$ cat src/rtl/seg_scan_if.sv
// Bundles the scanned display lines and the captured-frame outputs.
// The scanner side is the master. The capture block is the slave.
interface seg_scan_if;
    logic [3:0]  an;
    logic [6:0]  seg;
    logic [15:0] value;
    logic        valid;
    logic [3:0]  digit_err;

    modport master (output an, seg, input value, valid, digit_err);
    modport slave  (input an, seg, output value, valid, digit_err);
endinterface

$ cat src/rtl/seg_scan_capture.sv
// Recovers a 4-digit hex value by watching a multiplexed, active-low
// 7-segment scan. A digit is accepted once it has dwelt for STABLE_CYCLES samples.
//
//  state | meaning
//  WAIT  | blank or no candidate digit on the bus
//  DWELL | counting identical samples of one digit
//  HELD  | digit already captured; ignore until the sample changes
module seg_scan_capture #(
    parameter int STABLE_CYCLES = 4
) (
    input logic      clk,
    input logic      rst_n,
    seg_scan_if.slave bus
);
    localparam logic [7:0] STABLE_TC = 8'(STABLE_CYCLES);

    typedef enum logic [1:0] {WAIT, DWELL, HELD} state_t;

    state_t      state_q, state_d;
    logic [7:0]  cnt_q, cnt_d;
    logic [3:0]  an_s, an_p;
    logic [6:0]  seg_s, seg_p;
    logic        blank, same, capture;
    logic [1:0]  idx;
    logic [3:0]  nib;
    logic        invalid;

    logic [15:0] slots_q;
    logic [3:0]  seen_q, err_q, seen_d, err_d, onehot;
    logic        frame_done_q;
    logic [15:0] value_q;
    logic        valid_q;
    logic [3:0]  digit_err_q;

    always_ff @(posedge clk or negedge rst_n) begin
        if (!rst_n) begin
            an_s  <= 4'hF;
            seg_s <= 7'h7F;
            an_p  <= 4'hF;
            seg_p <= 7'h7F;
        end else begin
            an_s  <= bus.an;
            seg_s <= bus.seg;
            an_p  <= an_s;
            seg_p <= seg_s;
        end
    end

    always_comb begin
        blank = 1'b0;
        idx   = 2'd0;
        case (an_s)
            4'b1110: idx = 2'd0;
            4'b1101: idx = 2'd1;
            4'b1011: idx = 2'd2;
            4'b0111: idx = 2'd3;
            default: blank = 1'b1;
        endcase
    end

    always_comb begin
        invalid = 1'b0;
        nib     = 4'h0;
        case (seg_s)
            7'h40: nib = 4'h0;
            7'h79: nib = 4'h1;
            7'h24: nib = 4'h2;
            7'h30: nib = 4'h3;
            7'h19: nib = 4'h4;
            7'h12: nib = 4'h5;
            7'h02: nib = 4'h6;
            7'h78: nib = 4'h7;
            7'h00: nib = 4'h8;
            7'h10: nib = 4'h9;
            7'h08: nib = 4'hA;
            7'h03: nib = 4'hB;
            7'h46: nib = 4'hC;
            7'h21: nib = 4'hD;
            7'h06: nib = 4'hE;
            7'h0E: nib = 4'hF;
            default: invalid = 1'b1;
        endcase
    end

    assign same = (an_s == an_p) && (seg_s == seg_p);

    always_ff @(posedge clk or negedge rst_n) begin
        if (!rst_n) begin
            state_q <= WAIT;
            cnt_q   <= 8'd0;
        end else begin
            state_q <= state_d;
            cnt_q   <= cnt_d;
        end
    end

    always_comb begin
        state_d = state_q;
        cnt_d   = cnt_q;
        capture = 1'b0;
        case (state_q)
            WAIT: begin
                if (!blank) begin
                    state_d = DWELL;
                    cnt_d   = 8'd1;
                end
            end
            DWELL, HELD: begin
                if (!same) begin
                    state_d = blank ? WAIT : DWELL;
                    cnt_d   = blank ? 8'd0 : 8'd1;
                end else if (state_q == DWELL) begin
                    cnt_d = cnt_q + 8'd1;
                    if (cnt_q + 8'd1 == STABLE_TC) begin
                        capture = 1'b1;
                        state_d = HELD;
                    end
                end
            end
            default: begin
                state_d = WAIT;
                cnt_d   = 8'd0;
            end
        endcase
    end

    // A capture landing on the frame-complete cycle starts the next frame.
    assign onehot = 4'b0001 << idx;

    always_comb begin
        seen_d = frame_done_q ? 4'h0 : seen_q;
        err_d  = frame_done_q ? 4'h0 : err_q;
        if (capture) begin
            seen_d = seen_d | onehot;
            err_d  = invalid ? (err_d | onehot) : (err_d & ~onehot);
        end
    end

    always_ff @(posedge clk or negedge rst_n) begin
        if (!rst_n) begin
            slots_q      <= 16'h0000;
            seen_q       <= 4'h0;
            err_q        <= 4'h0;
            frame_done_q <= 1'b0;
            value_q      <= 16'h0000;
            valid_q      <= 1'b0;
            digit_err_q  <= 4'h0;
        end else begin
            if (capture)
                slots_q[{idx, 2'b00} +: 4] <= nib;
            seen_q       <= seen_d;
            err_q        <= err_d;
            frame_done_q <= capture && (seen_d == 4'hF);
            valid_q      <= frame_done_q;
            if (frame_done_q) begin
                value_q     <= slots_q;
                digit_err_q <= err_q;
            end
        end
    end

    assign bus.value     = value_q;
    assign bus.valid     = valid_q;
    assign bus.digit_err = digit_err_q;
endmodule

$ cat src/flat_wrapper.sv
// flat-port wrapper written by rule: the top's interface ports become plain ports
module seg_scan_capture_flat 
#(
    parameter int STABLE_CYCLES = 4
)
  (clk, rst_n, bus_an, bus_seg, bus_value, bus_valid, bus_digit_err);
  seg_scan_if bus_i ();
  input logic clk;
  input logic rst_n;
  input wire logic [$bits(bus_i.an)-1:0] bus_an;
  input wire logic [$bits(bus_i.seg)-1:0] bus_seg;
  output wire logic [$bits(bus_i.value)-1:0] bus_value;
  output wire logic [$bits(bus_i.valid)-1:0] bus_valid;
  output wire logic [$bits(bus_i.digit_err)-1:0] bus_digit_err;
  assign bus_i.an = bus_an;
  assign bus_i.seg = bus_seg;
  assign bus_value = bus_i.value;
  assign bus_valid = bus_i.valid;
  assign bus_digit_err = bus_i.digit_err;
  seg_scan_capture #(.STABLE_CYCLES(STABLE_CYCLES)) u_core (.clk(clk), .rst_n(rst_n), .bus(bus_i));
endmodule
$ cat config.mk
export PLATFORM = sky130hd
export DESIGN_NAME = seg_scan_capture_flat
export DESIGN_NICKNAME = d
export VERILOG_FILES = /design/src/rtl/seg_scan_if.sv /design/src/rtl/seg_scan_capture.sv /design/src/flat_wrapper.sv
export SDC_FILE = /design/constraint.sdc
export NUM_CORES = 1
export LEC_CHECK = 0
export BUFFER_PORTS_ARGS = -buffer_cell sky130_fd_sc_hd__buf_2
export CORE_ASPECT_RATIO = 1.75
export CORE_MARGIN = 5
export CORE_UTILIZATION = 54
export CTS_CLUSTER_SIZE = 12
export DETAILED_ROUTE_END_ITERATION = 8
export PLACE_DENSITY = 0.86
export SLEW_MARGIN = 40
export SYNTH_ARGS = -nofsm -noshare
export SYNTH_HDL_FRONTEND = slang
export SYNTH_SLANG_ARGS = --single-unit
$ cat constraint.sdc
create_clock -name clk -period 2.05 [get_ports clk]
set_clock_uncertainty 0.05 [all_clocks]
set_input_delay 0.205 -clock clk [delete_from_list [all_inputs] [get_ports clk]]
set_output_delay 0.205 -clock clk [all_outputs]
set_load 0.01 [all_outputs]
Word-level counts from Yosys, hierarchy flattened. Index checks and enable logic that the tools add are counted.

Add/subtract/negate cells: 2. Equal/unequal tests: 28. Shift operators: 3. Mux-type cells: 23. Bitwise gates (word level): 4. Reductions and logical operators: 9.

Operators with widths (count): one-hot mux 4 bit (15 select lines) (1); == test 7 bit (second input constant) (4); 2-to-1 mux 8 bit (3); == test 7 x 5 -> 1 bit (second input constant) (3); == test 7 x 6 -> 1 bit (second input constant) (3); 2-to-1 mux 4 bit (5); bitwise mux 16 bit (1); == test 4 bit (second input constant) (4); one-hot mux 8 bit (2 select lines) (1); OR reduction 16 bit (1); variable shift 4 x 6 -> 16 bit (first input constant) (1); variable part select 4 x 6 -> 16 bit (1); == test 7 x 2 -> 1 bit (second input constant) (2); == test 7 x 4 -> 1 bit (second input constant) (2); adder 8 x 1 -> 8 bit (second input constant) (1); == test 8 x 3 -> 1 bit (second input constant) (1); 2-to-1 mux 2 bit (4); bitwise OR 4 bit (2); == test 7 x 3 -> 1 bit (second input constant) (1); == test 7 bit (1); logical NOT 7 bit (1); 2-to-1 mux 1 bit (6); != test 3 bit (second input constant) (2); negator 4 -> 6 bit (1); 16 further kinds (17).

Register bits after elaboration: 78. Bits of input ports: 13. Output and inout bits: 21.

Depth between registers and ports, before layout. Gate-level depths: netlist of the first run.

Depth in word-level cells: 9. Depth in mapped cells: 8. Mapped depth without buffers: 8.

Worst setup path before layout of the first run. OpenSTA, ideal clock, no wires.

Path kind: reg-to-reg. Start: register u_core.an_s[3]. End: register u_core.slots_q[13]. Data arrival time: 2.060 ns. Required time: 1.904 ns. Slack: -0.155 ns. Cell stages (with the launch flop): 7. Path through: dfstp_2 xor2_1 nand3_1 ha_1 or3_1 or2_1 o31ai_1.

Cells in the longest elaborated chain, start to end: 5. Elaborated cells between the ends (all ways): 12.

Ends and longest elaborated chain: from (decl) (RTL line seg_scan_capture.sv:21) `logic [3:0] an_s, an_p;`; from (signal assigned) (RTL line seg_scan_capture.sv:42) `an_s <= bus.an;`; == test 4 x 3 -> 1 bit or == test 4 bit (tied branches) (RTL line seg_scan_capture.sv:52) `case (an_s)`; one-hot mux 2 bit (3 select lines) (RTL line seg_scan_capture.sv:52); negator 4 -> 6 bit (RTL line seg_scan_capture.sv:150) `slots_q[{idx, 2'b00} +: 4] <= nib;`; variable part select 4 x 6 -> 16 bit or variable shift 4 x 6 -> 16 bit (tied branches) (RTL line seg_scan_capture.sv:150); bitwise mux 16 bit (RTL line seg_scan_capture.sv:150); to (signal, indexed assignment) (RTL line seg_scan_capture.sv:150); to (decl) (RTL line seg_scan_capture.sv:28) `logic [15:0] slots_q;`.

Several ways; a longest one is shown, not always the timed one. A chain may end at the register's enable or synchronous reset.

Worst setup path in the final report of the first run.
Start: register u_core.an_s[3]. End: register u_core.slots_q[11].

Same word-level chain as after synthesis.

==> results of run 1 <==
[through the flow]
step / TNS (ns) / cells
floorplan: -0.4053 / 346
global placement: -0.02974 / 492
detailed placement: -1.245 / 492
CTS: -0.8419 / 524
global route: -6.160 / 532
finish: -3.159 / 532
[report_power, final]
group | internal (mW) | switching [mW] | total (mW)
combinational | 0.243 | 0.338 | 0.581
sequential | 1.60 | 0.0366 | 1.63
clock | 1.07 | 0.632 | 1.70
[cells by family after synthesis]
kind of cell | count (synthesis)
flip-flops | 78
AO/OA/AOI/OAI | 68
multiplexers | 36
buffers and inverters | 32
XOR/XNOR | 15
adder cells (fa/ha/maj) | 13
AND/OR/NAND/NOR | 104
[cell type report]
type	instances	share of cell area
clock inverters	7	0.01786
multi-input cells	236	0.3954
flip-flops and latches	78	0.3717
well taps	86	0.02021
clock buffers	9	0.04229
repair buffers	100	0.1393
inverters	16	0.01316
[routing by layer]
layer	vias to the layer above	share of wire
met3	47	0.042
met2	114	0.56
met5	-	0
li1	1467	-
met1	1624	0.35
met4	0	0.046
[what timing repair did]
item                                   4_1_cts  5_1_grt
hold buffers                                12        0
gates resized for setup                     19       37
setup buffers                                4        7
setup endpoints to repair                   22       33
cloned                                       0        1
pin swaps                                    9       17
endpoints found under the hold margin       38        0
[worst max-delay path: stages, from the launching register on]
cell and delay (ns):
sky130_fd_sc_hd__dfstp_2 0.63, sky130_fd_sc_hd__xnor2_2 0.16, sky130_fd_sc_hd__nand4_1 0.20, sky130_fd_sc_hd__nor4_4 0.30
sky130_fd_sc_hd__buf_4 0.19, sky130_fd_sc_hd__nand4_1 0.20, sky130_fd_sc_hd__mux2_4 0.38
[cell usage in the layout, fill, tap and decap left out, drive strengths merged, types with 2 or more instances in the layout]
cell and instances:
buf 88, dfrtp 56, mux2 32, dfstp 22, nand4 21, inv 18
nor2 16, a21oi 14, nand3 13, ha 13, dlygate4sd3 12, nand2 12
xnor2 12, o21ai 11, clkbuf 9, o31ai 9, o22ai 7, a211oi 7
nand2b 6, nor4 6, and3 6, a31oi 4, mux2i 4, or3 4
nand3b 3, o211ai 3, xor2 3, a21o 2, nor3 2, and4 2
nor3b 2, clkinv 2, bufinv 2, or2 2, nor2b 2
[registers in the layout, indices dropped and copies added (netlist names)]
| name | flops |
|---|---|
| u_core.bus.value | 16 |
| u_core.slots_q | 16 |
| u_core.cnt_q | 8 |
| u_core.seg_p | 7 |
| u_core.seg_s | 7 |
| u_core.an_p | 4 |
| u_core.an_s | 4 |
| u_core.bus.digit_err | 4 |
| u_core.err_q | 4 |
| u_core.seen_q | 4 |
| u_core.state_q | 2 |
| u_core.bus.valid | 1 |
| u_core.frame_done_q | 1 |
[worst max path at each step]
| stage | start | to | slack [ns] | depth (start not counted) |
|---|---|---|---|---|
| 2_1_floorplan | u_core.an_s[3]$_DFF_PN1_ | u_core.slots_q[13]$_DFFE_PN0P_ | -0.06 | 6 |
| 3_3_place_gp | u_core.an_s[1]$_DFF_PN1_ | u_core.slots_q[8]$_DFFE_PN0P_ | -0.01 | 7 |
| 3_5_place_dp | u_core.an_s[3]$_DFF_PN1_ | u_core.slots_q[11]$_DFFE_PN0P_ | -0.14 | 7 |
| 4_1_cts | u_core.an_s[1]$_DFF_PN1_ | u_core.slots_q[11]$_DFFE_PN0P_ | -0.13 | 7 |
| 5_1_grt | u_core.an_s[3]$_DFF_PN1_ | u_core.slots_q[9]$_DFFE_PN0P_ | -0.28 | 7 |
| 6_report | u_core.an_s[3]$_DFF_PN1_ | u_core.slots_q[11]$_DFFE_PN0P_ | -0.19 | 6 |
==> impl_metrics.json, run 1 <==
{
  "tritoncts_num_sinks": 78,
  "post_synth_fa_ha_maj_area_fraction": 0.04110,
  "result_of_the_run": "finished, violations left",
  "post-synth-top-count-cell": "sky130_fd_sc_hd__dfrtp_1",
  "die_x_um": 74.72,
  "count_of_flip_flops_with_a_built_in_enable_after_synthesis": 0,
  "holdCritPathClass": "primary input to async pin",
  "final_net_count": 467,
  "postLayoutSetupSlackWorst_ns": -0.1938,
  "r2r_start": "u_core.an_s[3]$_DFF_PN1_",
  "ys.warnings.count": 0,
  "antenna_cells": 0,
  "residual_antenna_violating_net_count_after_detailed_routing": 0,
  "power_leakage_nw": 2.468,
  "failed_checks": "negative setup slack",
  "placed_cell_area_sq_mm": 0.004537,
  "smallest_hold_slack_ns": 0.3539,
  "cts-buffers-inserted": 9,
  "yosys.area.top_type": "sky130_fd_sc_hd__dfrtp_1",
  "grt_antenna_before_repair": 0,
  "final_layout_size_suffix_gt1_frac": 0.4686,
  "grt_pass1_vias": 3340,
  "htree_num_levels": 3,
  "final-setup-viol-count": 32,
  "cts.path.max_buffers": 2,
  "synth_compound_area_frac": 0.1135,
  "timing.final.max_slew_violations": 0,
  "synth_mux_area_frac": 0.1012,
  "total_area_of_multi_input_combinational_cells_sq_mm": 0.002106,
  "start_kind": "flop",
  "r2r-end": "u_core.slots_q[11]$_DFFE_PN0P_",
  "grt_pass1_wl_um": 16150,
  "max-vdd-ir-drop_mv": 0.6848,
  "wl_um": 10400,
  "drc_errors": 0,
  "grt_start_max_net_pins": 45,
  "yosys.cell_types.count": 60,
  "p_total_mw": 3.915,
  "die_h_um": 123.3,
  "route.vias.total": 3252,
  "synthSimpleGateAreaFrac": 0.1717,
  "timing.critical_path.fanout_max": 5,
  "ff_latch_area_sq_mm": 0.001979,
  "reg2regPathDepth": 6,
  "fmax_mhz": 445.7,
  "tritoncts_clock_tree": "built",
  "tightest_slew_ns": 0.6029,
  "path_class": "flop to flop",
  "synth_top_family_by_area": "simple AND/OR/NAND/NOR gates",
  "yosys_register_bits": 78,
  "globalRoute.totalOverflow": 0,
  "unrepaired_setup_endpoints_after_global_routing": "yes",
  "finalInstanceArea_sq_mm": 0.005325,
  "initial_utilization": 0.5510,
  "synth-async-reset-ratio": 1.000,
  "synth.net_count": 372,
  "final_min_period_over_clock_period": 1.095,
  "timing.critical_path.required_ns": 2.22,
  "synthXorXnorAreaFrac": 0.03889,
  "synthesis.area_per_instance_sq_um": 11.44,
  "worstPathArrival_ns": 2.41,
  "power_per_cell_area_mw_per_mm2": 735.1,
  "drt_first_iter_violations": 366,
  "path_clk_slew_ns": 0.06,
  "track_usage": 0.2347,
  "io_buffer_count": 33,
  "worst-r2r-setup-slack_ns": -0.19,
  "ys.flop_type": "sky130_fd_sc_hd__dfrtp_1",
  "gpl.final_weighted_congestion": 0.8540,
  "synthToLayoutAreaGrowth_pct": 34.56,
  "time_the_worst_path_needs_with_i_o_delays_and_setup_ns": 2.244,
  "grt_util_met1": 0.2517,
  "global_route.usage.met2": 0.4075,
  "cap_viol_max_count": 0,
  "maxSlewHeadroom": 0.5980,
  "vias_per_cell": 6.113,
  "core.rowCount": 41,
  "design.die.area_sq_mm": 0.009209,
  "synth.cells.most_frequent": "56 x sky130_fd_sc_hd__dfrtp_1, 29 x sky130_fd_sc_hd__mux2_2, 22 x sky130_fd_sc_hd__dfstp_2",
  "most_congested_layer_reported_by_global_routing": "met2",
  "synth.yosys.seq_area_share": 0.5002,
  "core_region_area_sq_mm": 0.007182,
  "post_synth_main_area_contributors": "sky130_fd_sc_hd__dfrtp_1 35%, sky130_fd_sc_hd__dfstp_2 15%, sky130_fd_sc_hd__mux2_2 8.3%",
  "place_ws_ns": -0.1368,
  "fillers": 424,
  "wl_per_cell_um": 19.54,
  "netlist_area_sq_mm": 0.003958,
  "postLayoutCoreUtil": 0.7415,
  "post_synth_inst_count": 346,
  "end_kind": "flop",
  "io_pins": 34,
  "synth_top_area_frac": 0.3541,
  "hold_viol_final": 0,
  "clockRootBuffer": "sky130_fd_sc_hd__clkbuf_16",
  "post_detailed_placement_half_perimeter_wirelength_um": 6560,
  "detailedRoute.firstPassIterationCount": 5,
  "clock_latency_ns": 0.34,
  "globalRouteMet3Util": 0.05370
}
Power figures use the tool's default switching activity.
==> run 2: changes to the inputs <==
- TNS_END_PERCENT: not set -> 20
==> run 2 against run 1 <==
  * The run still ends with negative setup slack left
  * Maximum frequency grew 0.73%
  * Largest cell class unchanged
  * First-iteration DRC count down 19%
  * Utilization down 1.8 points
  * Sequential cell count stayed put
  * Highest routed layer unchanged
==> impl_metrics.json, run 2 (same netlist as run 1, synthesis figures left out) <==
{
  "result_of_the_run": "finished, violations left",
  "failed_checks": "negative setup slack",
  "grt_pass1_vias": 3236,
  "track_usage": 0.2201,
  "residual_antenna_violating_net_count_after_detailed_routing": 0,
  "design.die.area_sq_mm": 0.009209,
  "detailedRoute.firstPassIterationCount": 6,
  "start_kind": "flop",
  "final_min_period_over_clock_period": 1.087,
  "time_the_worst_path_needs_with_i_o_delays_and_setup_ns": 2.228,
  "maxSlewHeadroom": 0.7015,
  "globalRoute.totalOverflow": 0,
  "htree_num_levels": 3,
  "commonest_cells_after_routing_fill_and_taps_aside": "56 x sky130_fd_sc_hd__dfrtp_1, 41 x sky130_fd_sc_hd__buf_4, 32 x sky130_fd_sc_hd__buf_2",
  "timing.critical_path.fanout_max": 5,
  "die_x_um": 74.72,
  "hold_viol_final": 0,
  "io_pins": 34,
  "core.rowCount": 41,
  "path_clk_slew_ns": 0.06,
  "power_per_cell_area_mw_per_mm2": 755.0,
  "initial_utilization": 0.5510,
  "globalRouteMet3Util": 0.05207,
  "timing.critical_path.required_ns": 2.24,
  "max-vdd-ir-drop_mv": 0.7737,
  "tritoncts_clock_tree": "built",
  "postLayoutSetupSlackWorst_ns": -0.1776,
  "die_h_um": 123.3,
  "io_buffer_count": 33,
  "commonest_non_fill_non_tap_cell_in_the_layout": "sky130_fd_sc_hd__dfrtp_1",
  "core_region_area_sq_mm": 0.007182,
  "cts.path.max_buffers": 2,
  "end_kind": "flop",
  "cap_viol_max_count": 0,
  "antenna_cells": 0,
  "power_leakage_nw": 2.389,
  "tritoncts_num_sinks": 78,
  "drt_first_iter_violations": 295,
  "grt_pass1_wl_um": 15110,
  "final-setup-viol-count": 25,
  "worstPathArrival_ns": 2.42,
  "grt_util_met1": 0.2323,
  "timing.final.max_slew_violations": 0,
  "fmax_mhz": 448.9,
  "final_net_count": 457,
  "clockRootBuffer": "sky130_fd_sc_hd__clkbuf_16",
  "synthToLayoutAreaGrowth_pct": 31.36,
  "tightest_slew_ns": 0.4364,
  "holdCritPathClass": "primary input to async pin",
  "most_congested_layer_reported_by_global_routing": "met2",
  "post_detailed_placement_half_perimeter_wirelength_um": 6197,
  "unrepaired_setup_endpoints_after_global_routing": "yes",
  "finalInstanceArea_sq_mm": 0.005199,
  "global_route.usage.met2": 0.3794,
  "final.setup.tns_ns": -1.969,
  "wl_um": 9913,
  "route.vias.total": 3217,
  "vias_per_cell": 6.163,
  "placed_cell_area_sq_mm": 0.004493,
  "wl_per_cell_um": 18.99,
  "drc_errors": 0,
  "grt_antenna_before_repair": 0,
  "cts-buffers-inserted": 9,
  "grt_start_max_net_pins": 56,
  "clock_latency_ns": 0.34,
  "path_class": "flop to flop",
  "final_layout_size_suffix_gt1_frac": 0.4472,
  "gpl.final_weighted_congestion": 0.8543
}
==> run 2: final timing paths <==
check	start	end	slack [ns]	cells past startpoint
worst max-delay path	u_core.an_s[3]$_DFF_PN1_	u_core.slots_q[13]$_DFFE_PN0P_	-0.18	6
worst min-delay path	rst_n	u_core.cnt_q[1]$_DFFE_PN0P_	0.27	2
worst max register to register	u_core.an_s[3]$_DFF_PN1_	u_core.slots_q[13]$_DFFE_PN0P_	-0.18	6
worst min register to register	u_core.seg_s[0]$_DFF_PN1_	u_core.seg_p[0]$_DFF_PN1_	0.35	0
max in group asynchronous	rst_n	u_core.seg_s[6]$_DFF_PN1_	1.06	3
min in group clk	u_core.seg_s[0]$_DFF_PN1_	u_core.seg_p[0]$_DFF_PN1_	0.35	0
==> run 2: stage by stage <==
step / instances / util / hold slack (ns) / setup slack [ns] / power [mW]
after floorplan: 346 / - / -0.1406 / -0.06134 / 1.929
after global placement: 488 / 0.6256 / 0.07370 / -0.09092 / 2.077
after detailed placement: 488 / 0.6256 / 0.07970 / -0.1439 / 2.094
after CTS: 517 / 0.6979 / 0.2599 / -0.08545 / 3.867
after global routing: 522 / 0.7239 / 0.2911 / -0.2439 / 4.063
final: 522 / 0.7239 / 0.2694 / -0.1776 / 3.925
==> run 2: metal layers <==
| metal | share of wire | vias to the layer above |
|---|---|---|
| li1 | - | 1441 |
| met1 | 0.36 | 1576 |
| met2 | 0.55 | 150 |
| met3 | 0.045 | 50 |
| met4 | 0.051 | 0 |
| met5 | 0 | - |
==> run 2: final cells by class <==
type                       instances  area (sq um)
timing repair buffer              90         661.9
multi-input combinational        236          2052
fill                             458          1983
sequential                        78          1979
clock buffer                      11         252.7
inverter                          16         65.06
clock inverter                     5         80.08
tap                               86         107.6
==> run 2: worst max-delay path, stage by stage (launching register included) <==
cell                      delay [ns]
sky130_fd_sc_hd__dfstp_2        0.63
sky130_fd_sc_hd__xor2_2         0.21
sky130_fd_sc_hd__nand3_2        0.16
sky130_fd_sc_hd__ha_4           0.28
sky130_fd_sc_hd__or3_4          0.38
sky130_fd_sc_hd__or2_1          0.22
sky130_fd_sc_hd__o31ai_1        0.20
==> run 2: power by group <==
group	internal [mW]	switching (mW)
Clock	1.13	0.616
Sequential	1.60	0.0409
Combinational	0.222	0.319
==> run 2: repair_timing <==
action,4_1_cts,5_1_grt
hold buffers,12,0
pin swaps,7,13
setup endpoints to repair,18,32
hold endpoints to repair,34,0
gates resized for setup,13,32
setup buffers,1,5
==> run 3: changes to the inputs <==
- BUFFER_PORTS_ARGS: -buffer_cell sky130_fd_sc_hd__buf_2 -> not set
- CORE_UTILIZATION: 54 -> 57
- DONT_BUFFER_PORTS: not set -> 1
- PLACE_DENSITY: 0.86 -> 0.85
- RECOVER_POWER: not set -> 50
==> run 3 against run 2 <==
  * Die area shrank 4.7%
  * Count of clock-buffer cells in the layout down 2
  * Cell count shrank 6.7%
  * Non-clock buffer count shrank 33
  * The run ends with negative hold slack, negative setup slack left
  * First-iteration DRC count increased by 24%
  * Critical path depth grew 1
  * Hold slack got worse by 0.77 ns
  * Critical path type unchanged
  * Worst setup slack improved by 0.071 ns
  * Sequential power about the same
==> impl_metrics.json, run 3 (same netlist as run 1, synthesis figures left out) <==
{
  "io_buffer_count": 0,
  "finalInstanceArea_sq_mm": 0.004945,
  "grt_start_max_net_pins": 79,
  "wl_per_cell_um": 20.21,
  "drt_first_iter_violations": 366,
  "fmax_mhz": 463.6,
  "initial_utilization": 0.5814,
  "grt_pass1_wl_um": 15070,
  "end_kind": "flop",
  "unrepaired_setup_endpoints_after_global_routing": "yes",
  "io_pins": 34,
  "smallest_hold_slack_ns": -0.4968,
  "final_layout_size_suffix_gt1_frac": 0.4045,
  "place_ws_ns": -0.1981,
  "max-vdd-ir-drop_mv": 0.7907,
  "route.vias.total": 3070,
  "clockRootBuffer": "sky130_fd_sc_hd__clkbuf_16",
  "postLayoutSetupSlackWorst_ns": -0.1070,
  "wl_um": 9842,
  "cts.path.max_buffers": 2,
  "failed_checks": "negative hold slack, negative setup slack",
  "clock_latency_ns": 0.34,
  "fin_cells": 487,
  "hold_viol_final": 78,
  "placed_cell_area_sq_mm": 0.004335,
  "synthToLayoutAreaGrowth_pct": 24.94,
  "post-place-cells": 458,
  "commonest_cells_after_routing_fill_and_taps_aside": "56 x sky130_fd_sc_hd__dfrtp_1, 45 x sky130_fd_sc_hd__buf_4, 28 x sky130_fd_sc_hd__mux2_2",
  "final-setup-viol-count": 19,
  "r2r-end": "u_core.slots_q[7]$_DFFE_PN0P_",
  "commonest_non_fill_non_tap_cell_in_the_layout": "sky130_fd_sc_hd__dfrtp_1",
  "worstPathArrival_ns": 2.34,
  "core_region_area_sq_mm": 0.006807,
  "tritoncts_clock_tree": "built",
  "timing.critical_path.fanout_max": 6,
  "tritoncts_num_sinks": 78,
  "result_of_the_run": "finished, violations left",
  "path_clk_slew_ns": 0.06,
  "worst-r2r-setup-slack_ns": -0.11,
  "design.die.area_sq_mm": 0.008775,
  "time_the_worst_path_needs_with_i_o_delays_and_setup_ns": 2.157,
  "maxSlewHeadroom": 0.6664,
  "die_h_um": 120.2,
  "globalRoute.totalOverflow": 0,
  "path_class": "flop to flop",
  "grt_pass1_vias": 3162,
  "r2r_start": "u_core.cnt_q[0]$_DFFE_PN0P_",
  "gpl.final_weighted_congestion": 0.8373,
  "final_net_count": 424,
  "timing.final.max_slew_violations": 0,
  "p_total_mw": 3.748,
  "cts_hold_repair.buffers": 11,
  "drc_errors": 0,
  "largest_stage_delay_worst_path_ns": 0.38,
  "fillers": 469,
  "final_min_period_over_clock_period": 1.052,
  "die_x_um": 72.99,
  "total_area_of_multi_input_combinational_cells_sq_mm": 0.002033,
  "power_per_cell_area_mw_per_mm2": 757.9,
  "antenna_cells": 0,
  "holdCritPathClass": "primary input to async pin",
  "cap_viol_max_count": 0,
  "critical-path-slowest-cell": "sky130_fd_sc_hd__dfrtp_1",
  "track_usage": 0.2255,
  "reg2regPathDepth": 7,
  "vias_per_cell": 6.304,
  "core.rowCount": 40,
  "ff_latch_area_sq_mm": 0.001979,
  "power_leakage_nw": 2.204,
  "cts-buffers-inserted": 9,
  "htree_num_levels": 3,
  "detailedRoute.firstPassIterationCount": 6,
  "critPathTopFamily": "simple AND/OR/NAND/NOR gates",
  "tightest_slew_ns": 0.4878,
  "critical_path_buf_inv_count": 1,
  "timing.critical_path.required_ns": 2.23,
  "worstPathCellList": "ha_2 > xor2_1 > nand3b_1 > nor4_4 > buf_6 > nand4_1 > mux2_4",
  "postLayoutCoreUtil": 0.7265,
  "residual_antenna_violating_net_count_after_detailed_routing": 0,
  "post_detailed_placement_half_perimeter_wirelength_um": 6139,
  "start_kind": "flop",
  "grt_antenna_before_repair": 0
}
run 3: cell count changes in the layout (fill, tap and decap cells not counted), moves of 3 or more:
cell                       previous run  this run
sky130_fd_sc_hd__buf_2               32         0
sky130_fd_sc_hd__buf_4               41        45
sky130_fd_sc_hd__a211oi_1             7         4
sky130_fd_sc_hd__a211oi_2             0         3
sky130_fd_sc_hd__ha_4                 4         1
run 3: layout make-up:
type / instances / area share
Inverter: 16 / 0.01265
Multi-Input combinational cell: 236 / 0.4112
Timing Repair Buffer: 57 / 0.09286
Clock buffer: 9 / 0.04555
Clock inverter: 7 / 0.01619
Sequential cell: 78 / 0.4003
Tap cell: 84 / 0.02126
run 3: layer usage:
metal | global-route usage | wire (um)
met5 | 0 | 0
met4 | 0.1236 | 437
met3 | 0.05990 | 429
met2 | 0.3896 | 5542
met1 | 0.2416 | 3433
run 3: report_power, final:
group          switching, mW  internal [mW]  leakage (nW)
Clock                  0.666          0.959         0.150
Combinational          0.292          0.201          1.04
Sequential            0.0343           1.60          1.01
run 3: metrics by stage:
| step | TNS, ns | hold WS (ns) |
|---|---|---|
| after floorplan | -0.7797 | -0.1406 |
| after global placement | -0.5887 | -0.1380 |
| after detailed placement | -1.019 | -0.1380 |
| after CTS | -0.3516 | -0.5002 |
| after global routing | -3.489 | -0.5086 |
| final | -0.8762 | -0.4968 |
run 3: how the worst max path moves through the flow:
stage,from,to,depth (start not counted)
after floorplan,u_core.cnt_q[0]$_DFFE_PN0P_,u_core.slots_q[10]$_DFFE_PN0P_,6
after global placement,u_core.seg_s[4]$_DFF_PN1_,u_core.err_q[1]$_DFF_PN0_,8
after detailed placement,u_core.seg_s[4]$_DFF_PN1_,u_core.err_q[3]$_DFF_PN0_,8
after CTS,u_core.an_s[3]$_DFF_PN1_,u_core.slots_q[15]$_DFFE_PN0P_,7
after global routing,u_core.an_s[2]$_DFF_PN1_,u_core.state_q[0]$_DFFE_PN0P_,6
final,u_core.cnt_q[0]$_DFFE_PN0P_,u_core.slots_q[7]$_DFFE_PN0P_,7
run 3: repair_timing:
item,4_1_cts,5_1_grt
pin swaps,7,11
setup endpoints to repair,22,32
gates resized for setup,9,30
endpoints found under the hold margin,89,78
buffers inserted,0,2
run 3: worst reg2reg max path, cell delays in order (launching register included):
cell,delay (ns)
sky130_fd_sc_hd__dfrtp_1,0.38
sky130_fd_sc_hd__ha_2,0.20
sky130_fd_sc_hd__xor2_1,0.16
sky130_fd_sc_hd__nand3b_1,0.18
sky130_fd_sc_hd__nor4_4,0.30
sky130_fd_sc_hd__buf_6,0.18
sky130_fd_sc_hd__nand4_1,0.22
sky130_fd_sc_hd__mux2_4,0.37
